<file path="config.mk">
export PLATFORM = sky130hd
export DESIGN_NAME = merge_arbiter
export DESIGN_NICKNAME = d
export VERILOG_FILES = /design/src/rtl/noc_pkg.sv /design/src/rtl/rr_arb2.sv /design/src/rtl/merge_arbiter.sv
export SDC_FILE = /design/constraint.sdc
export NUM_CORES = 1
export LEC_CHECK = 0
export CAP_MARGIN = 20
export CORE_MARGIN = 3
export CORE_UTILIZATION = 39
export CTS_CLUSTER_DIAMETER = 60
export DETAILED_ROUTE_END_ITERATION = 10
export PLACE_DENSITY = 0.78
export SLEW_MARGIN = 20
export SYNTH_ARGS = -nofsm -noshare
export SYNTH_HDL_FRONTEND = slang
export SYNTH_SLANG_ARGS = --single-unit
</file>
<file path="constraint.sdc">
create_clock -name clk -period 1.8 [get_ports clk]
set_input_delay 0.45 -clock clk [delete_from_list [all_inputs] [get_ports clk]]
set_output_delay 0.45 -clock clk [all_outputs]
set_load 0.02 [all_outputs]
</file>
<file path="src/rtl/noc_pkg.sv">
// Shared definitions for the merge arbiter slice.
//   PKT_W              packet width (address [8:5], payload [4:0])
//   ADDR_MSB/ADDR_LSB  destination address field bounds
//   state_e            merge FSM states
package noc_pkg;
  localparam int PKT_W    = 9;
  localparam int ADDR_MSB = 8;
  localparam int ADDR_LSB = 5;

  typedef enum logic [1:0] {
    ST_IDLE = 2'd0,
    ST_SEL  = 2'd1,
    ST_DATA = 2'd2
  } state_e;
endpackage

</file>
<file path="src/rtl/rr_arb2.sv">
// Two-way arbiter for the merge block.
// Ports:
//   clk, rst_n   clock, async active-low reset
//   i_req[1:0]   requests (bit n = port n valid)
//   i_en         an input transfer happened; advance the pointer
//   o_gnt[1:0]   one-hot grant (zero when nothing requests)
//   o_idx        winning port index
// Macro MERGE_ARBITER_RR_EN: round-robin pointer; otherwise fixed
// priority with port 0 winning ties and no pointer register.
module rr_arb2
  import noc_pkg::*;
(
  input  logic       clk,
  input  logic       rst_n,
  input  logic [1:0] i_req,
  input  logic       i_en,
  output logic [1:0] o_gnt,
  output logic       o_idx
);

`ifdef MERGE_ARBITER_RR_EN
  // Points at the port preferred on a tie; after a grant it moves to the loser.
  logic r_ptr;

  always_ff @(posedge clk or negedge rst_n) begin
    if (!rst_n)    r_ptr <= 1'b0;
    else if (i_en) r_ptr <= ~o_idx;
  end

  // Port 1 wins when it is alone or when it holds the tie preference.
  assign o_idx = i_req[1] & (~i_req[0] | r_ptr);
`else
  logic w_unused;
  assign w_unused = ^{clk, rst_n, i_en};

  assign o_idx = i_req[1] & ~i_req[0];
`endif

  assign o_gnt = {o_idx & i_req[1], ~o_idx & i_req[0]};

endmodule

</file>
<file path="src/rtl/merge_arbiter.sv">
// Merges two packet streams into one, emitting a source-select token
// ahead of every packet. Single-entry: accept -> token -> packet.
// Ports:
//   clk, rst_n                     clock, async active-low reset
//   in0_valid/in0_ready/in0_data   upstream port 0
//   in1_valid/in1_ready/in1_data   upstream port 1
//   sel_valid/sel_ready/sel_data   source token (0 = in0, 1 = in1)
//   out_valid/out_ready/out_data   merged packet, unmodified
// Macro MERGE_ARBITER_RR_EN: round-robin tie breaking (default: port 0).
module merge_arbiter
  import noc_pkg::*;
#(
  parameter int W = PKT_W
) (
  input  logic         clk,
  input  logic         rst_n,
  input  logic         in0_valid,
  output logic         in0_ready,
  input  logic [W-1:0] in0_data,
  input  logic         in1_valid,
  output logic         in1_ready,
  input  logic [W-1:0] in1_data,
  output logic         sel_valid,
  input  logic         sel_ready,
  output logic         sel_data,
  output logic         out_valid,
  input  logic         out_ready,
  output logic [W-1:0] out_data
);

  state_e         r_state, w_nxt;
  logic [W-1:0]   r_data;
  logic           r_src;
  logic [1:0]     w_gnt;
  logic           w_idx;
  logic           w_acc;

  // An input transfer: idle, out of reset, and someone is offering.
  assign w_acc = rst_n & (r_state == ST_IDLE) & (in0_valid | in1_valid);

  rr_arb2 u_arb (
    .clk   (clk),
    .rst_n (rst_n),
    .i_req ({in1_valid, in0_valid}),
    .i_en  (w_acc),
    .o_gnt (w_gnt),
    .o_idx (w_idx)
  );

  always_ff @(posedge clk or negedge rst_n) begin
    if (!rst_n) begin
      r_state <= ST_IDLE;
      r_data  <= '0;
      r_src   <= 1'b0;
    end else begin
      r_state <= w_nxt;
      if (w_acc) begin
        r_data <= w_idx ? in1_data : in0_data;
        r_src  <= w_idx;
      end
    end
  end

  // Outputs are decoded from state so that every output is zero outside
  // the state that owns it (and zero throughout reset).
  always_comb begin
    w_nxt     = r_state;
    in0_ready = 1'b0;
    in1_ready = 1'b0;
    sel_valid = 1'b0;
    sel_data  = 1'b0;
    out_valid = 1'b0;
    out_data  = '0;
    case (r_state)
      ST_IDLE: begin
        // Ready is gated by rst_n so it reads zero while reset is held.
        in0_ready = rst_n & w_gnt[0];
        in1_ready = rst_n & w_gnt[1];
        if (w_acc) w_nxt = ST_SEL;
      end
      ST_SEL: begin
        sel_valid = 1'b1;
        sel_data  = r_src;
        if (sel_ready) w_nxt = ST_DATA;
      end
      ST_DATA: begin
        out_valid = 1'b1;
        out_data  = r_data;
        if (out_ready) w_nxt = ST_IDLE;
      end
      default: w_nxt = ST_IDLE;
    endcase
  end

endmodule
</file>
Word-level counts from Yosys, hierarchy flattened
Cells that the tools add are included.
{ "totals": {"register_bits": 12} }
{ "classes": {"n_reduce_logical": 2, "n_eq_ne": 5, "muxes": 11, "n_bitwise": 10} }
{ "ops": {"columns": ["operator", "count"], "rows": [
  ["$mux 9", 2],
  ["$and 1x1->1", 7],
  ["$mux 2", 3],
  ["$pmux 2 s3", 1],
  ["$mux 1", 5],
  ["$ne 2x2->1 const B", 2],
  ["$reduce_and 3->1", 1],
  ["$eq 2x1->1 const B", 1],
  ["$eq 2x2->1 const B", 1],
  ["$logic_not 2->1", 1],
  ["$ne 2x1->1 const B", 1],
  ["$not 1->1", 2],
  ["$or 1x1->1", 1]
]} }

Longest topological paths before layout
{ "logic_depth": {"depth_word": 6, "depth_mapped": 4, "depth_no_buf": 3} }

Cells and area by module
Synthesis repeated with hierarchy kept, for this count alone.
{ "hier_totals": {"hier_cells": 58, "area_unflattened_um2": 732.0} }
{ "by_module_without_submodules": {"columns": ["module", "cells_each", "n_inst", "seq_area_each_um2", "area_per_inst_um2"], "rows": [
  ["merge_arbiter", 55, 1, 300.3, 714.4],
  ["rr_arb2", 3, 1, 0.0, 17.5]
]} }

Worst setup path before layout
No wires, ideal clock.
{ "synth_timing": {"path_type": "reg-to-output", "start": "register r_state[0]", "end": "output out_data[0]", "required_ps": 1350, "path_stages_with_launch": 4, "arrival_time_ps": 1151, "setup_slack_ps": 199, "cell_sequence": "dfrtp_1 > nor2b_1 > clkbuf_1 > and2_1"} }
{ "synth_between": {"elab_chain_len": 2} }
{ "synth_lines": {"columns": ["item", "line_no", "source"], "rows": [
  ["start, declared", "merge_arbiter.sv:31", "state_e r_state, w_nxt;"],
  ["start signal, assigned", "merge_arbiter.sv:56", "r_state <= w_nxt;"],
  ["$eq 2x2->1", "merge_arbiter.sv:74", "case (r_state)"],
  ["$mux 9", "merge_arbiter.sv:74", null],
  ["end, declared", "merge_arbiter.sv:28", "output logic [W-1:0] out_data"]
]} }
No other way between the ends.

Worst setup path after layout
{ "layout_timing": {"start": "register r_state[1]", "end": "output in0_ready"} }
{ "layout_between": {"elab_chain_len": 2} }
{ "layout_lines": {"columns": ["item", "line_no", "source"], "rows": [
  ["$logic_not 2->1", "merge_arbiter.sv:74", null],
  ["$mux 1", "merge_arbiter.sv:74", null],
  ["end, declared", "merge_arbiter.sv:18", "output logic in0_ready,"]
]} }
No other way between the ends.

==> reports/qor.txt <==
TIMING
----------------------------------------------------------------------------------
Final Max Slew Viols                                                             0
Number of failing hold endpoints at the final stage                              0
Tcrit/Tclk final                                                             99.7%
Worst clock skew on the final layout                                    0.00536 ns
Summed negative setup slack over all endpoints                                0 ns
Maximum frequency from static timing analysis                              557 MHz
Relative slew slack                                                          86.3%
Transition time of the tightest slew-check pin                            0.205 ns
Unrepaired setup endpoints after global routing                               true
Final setup violation count                                                      0
Final min period                                                           1.80 ns

PWR
----------------------------------------------------------------------------------
Fraction of power consumed by the clock network                              15.2%
Largest vdd supply drop                                                 0.000760 V
Power dissipated by switching net loads                                 0.000470 W
Switching power as a share of total power                                    32.5%
Fraction of power consumed by sequential logic                               33.4%
Leakage power total                                                       0.609 nW
Internal power summed over all cells                                    0.000975 W
Share of power burned in combinational logic                                 51.4%
Pwr/cell area                                                          1180 nW/µm²

FINISH
----------------------------------------------------------------------------------
Diode count                                                                      0
Fin cells                                                                      129
Area grow syn2layout                                                         62.8%
Share of layout cells above drive strength 1                                 48.1%
Fill cell count                                                                142
Nets                                                                           129

DRT
----------------------------------------------------------------------------------
Via density                                                                   4.68
Drt wl/cell                                                                14.6 µm
Detailed-route via count                                                       604
Remaining number of nets flagged by the antenna check after routing              0
Number of iterations in the first detailed-routing pass                          2
Total wire length after detailed routing                                   1880 µm
Number of remaining DRC errors                                                   0
DR iter-0 viols                                                                  1

LOGIC SYNTHESIS
----------------------------------------------------------------------------------
Number of different library cells in the post-synthesis netlist                 15
Async set or reset register ratio after synthesis                             100%
Nets in the synthesized netlist                                                 80
Synthesized instance count                                                      56
Most used standard cell by instance count after synthesis             sky130_fd_sc_hd__mux2_4
Leading register cell type out of synthesis                           sky130_fd_sc_hd__dfrtp_1
Top post-synthesis cells by count                                     sky130_fd_sc_hd__mux2_4, sky130_fd_sc_hd__dfrtp_1, sky130_fd_sc_hd__and2_1
Warnings, synthesis                                                              0
Seq/Total Area, Yosys                                                        39.9%
Flip-flop and latch count after synthesis                                       12
Per-instance average area after synthesis                                 13.5 µm²
Post-Synthesis Cell Area                                                   753 µm²
Area share of the leading cell type in the synthesized netlist               39.9%
Number of enable-type register cells in the synthesized netlist                  0
Most area-consuming cells after synthesis                             sky130_fd_sc_hd__dfrtp_1, sky130_fd_sc_hd__mux2_4, sky130_fd_sc_hd__and2_1
Cell type with the largest total area after synthesis                 sky130_fd_sc_hd__dfrtp_1

DIE
----------------------------------------------------------------------------------
Die area                                                                  2490 µm²
Site Rows                                                                       15
Core ar.                                                                  1780 µm²
Boundary Pins                                                                   38
Overall die width                                                          49.9 µm
Vertical extent of the die                                                 49.9 µm
Initial cell density of the core                                             42.2%

SETUP PATH
----------------------------------------------------------------------------------
Most repeated library cell on the critical path                       sky130_fd_sc_hd__buf_6
Worst path arrival time                                                    1.35 ns
Worst Setup Start Kind                                                   flip-flop
Sequence of cells on the critical path                                buf_6 -> nor3b_4 -> and2_4 -> buf_6
Critical path capture point type                                        output pin
Crit path max-delay family                                              flip-flops
Type of the worst setup path                                            reg -> out
Count of buffer and inverter cells on the critical path                          2
Worst-path cell with the longest stage delay                          sky130_fd_sc_hd__dfrtp_1
Required time of the critical path                                         1.35 ns
Highest fanout seen on the critical path                                         3
Longest individual stage delay on the worst path                           0.42 ns

GRT
----------------------------------------------------------------------------------
Largest net degree at the start of global routing                               13
Overall Global Routing Usage                                                 17.4%
Antenna violations before repair                                                 0
Overall overflow remaining after global route                                    0
Number of global-route vias before repair                                      670
First-pass GRT wire length                                                 3220 µm

CLOCKING
----------------------------------------------------------------------------------
Clock Latency Late Sink                                                    0.27 ns
Number of buffers added to fix hold violations after cts                         0
Clock slew at reported path FFs                                            0.08 ns
TritonCTS buffer count                                                           3
Sink Count                                                                      12
# H-tree levels                                                                  1
CTS tree                                                                      done
Clock Root Buffer                                                     sky130_fd_sc_hd__clkbuf_4
Maximum clock path buffer count                                                  2

PLACED DESIGN
----------------------------------------------------------------------------------
DPL Wire Length                                                            1390 µm
Final weighted congestion in routability-driven placement                    0.696
Post-Place Cells                                                               122
Port-buffer cells                                                               37

HOLD PATH
----------------------------------------------------------------------------------
Type of the most critical hold path                                    in -> async

JOB
----------------------------------------------------------------------------------
Count of max-cap constraint violations                                           0

STATUS
----------------------------------------------------------------------------------
Result of the run                                                     finished clean

-- through the flow --
| step | cell area (µm²) | power (W) | hold slack [ns] | setup slack [ns] | utilization [%] |
|---|---|---|---|---|---|
| detailed placement | 1190 | 0.00122 | 0.486 | -0.646 | 66.9 |
| global route | 1230 | 0.00153 | 0.270 | -0.0543 | 68.8 |
| global placement | 1190 | 0.00120 | 0.483 | -0.609 | 66.9 |
| CTS | 1200 | 0.00143 | 0.254 | -0.00929 | 67.5 |
| finish | 1230 | 0.00144 | 0.264 | 0.00475 | 68.8 |
| floorplan | 753 | 0.000906 | 0.154 | 0.199 | - |
-- registers in the layout, summed over array words and instances (netlist names) --
name	count
r_data	9
r_state	2
r_src	1
-- path summary, 6_finish.rpt --
kind	startpoint	to	slack, ns	cells past startpoint
max	r_state[1]	in0_ready	0.005	4
min	rst_n	r_data[0]	0.26	2
min reg2reg	r_src	r_src	0.51	2
max reg2reg	r_state[1]	r_data[5]	0.07	7
max in group asynchronous	rst_n	r_state[0]	1.36	2
min in group clk	r_src	r_src	0.51	2
-- power groups by stage --
stage	sequential [W]	clock, W	combinational, W
after detailed placement	0.000478	0	0.000743
final	0.000483	0.000220	0.000742
after CTS	0.000477	0.000227	0.000725
after global placement	0.000468	0	0.000729
after global routing	0.000497	0.000242	0.000793
after floorplan	0.000453	0	0.000453
-- final cells by class --
| class | count | area, µm² | area share, % |
|---|---|---|---|
| Timing Repair Buffer | 47 | 419 | 34.2 |
| Multi-Input combinational cell | 39 | 430 | 35.1 |
| Clock buffer | 4 | 36.3 | 2.96 |
| Tap cell | 25 | 31.3 | 2.55 |
| Inverter | 2 | 7.51 | 0.612 |
| Sequential cell | 12 | 302 | 24.6 |
-- cells in the final DEF, fill, tap and decap left out, drive strengths merged --
cell           Yosys  layout
nor2b              3       3
a21o               1       1
o21a               1       1
clkdlybuf4s50      0      20
inv                2       2
clkbuf             1       4
buf                2      21
dfrtp             12      12
a22o               1       1
nor2               1       1
and2              12      12
mux2              18      18
dlygate4sd2        0       4
clkdlybuf4s15      0       2
a21oi              1       1
nor3b              1       1
-- routing by layer --
metal,vias up,wire [µm],GRT usage [%]
met4,0,14,5.99
li1,284,-,-
met1,296,760,20.6
met2,22,1000,29.7
met5,-,0,0
met3,2,100,4.83
-- what timing repair did --
item | in CTS | in global routing
pin swaps | 2 | 1
setup endpoints to repair | 14 | 14
setup buffers | 2 | 1
gates resized for setup | 59 | 5
-- logic make-up after synthesis --
| logic type | after synthesis | synth area share, % |
|---|---|---|
| AO/OA/AOI/OAI | 4 | 3.82 |
| buffers and inverters | 5 | 4.48 |
| flip-flops | 12 | 39.9 |
| multiplexers | 18 | 35.9 |
| AND/OR/NAND/NOR | 17 | 15.9 |
Note: power is estimated with default switching activity, not from simulation.
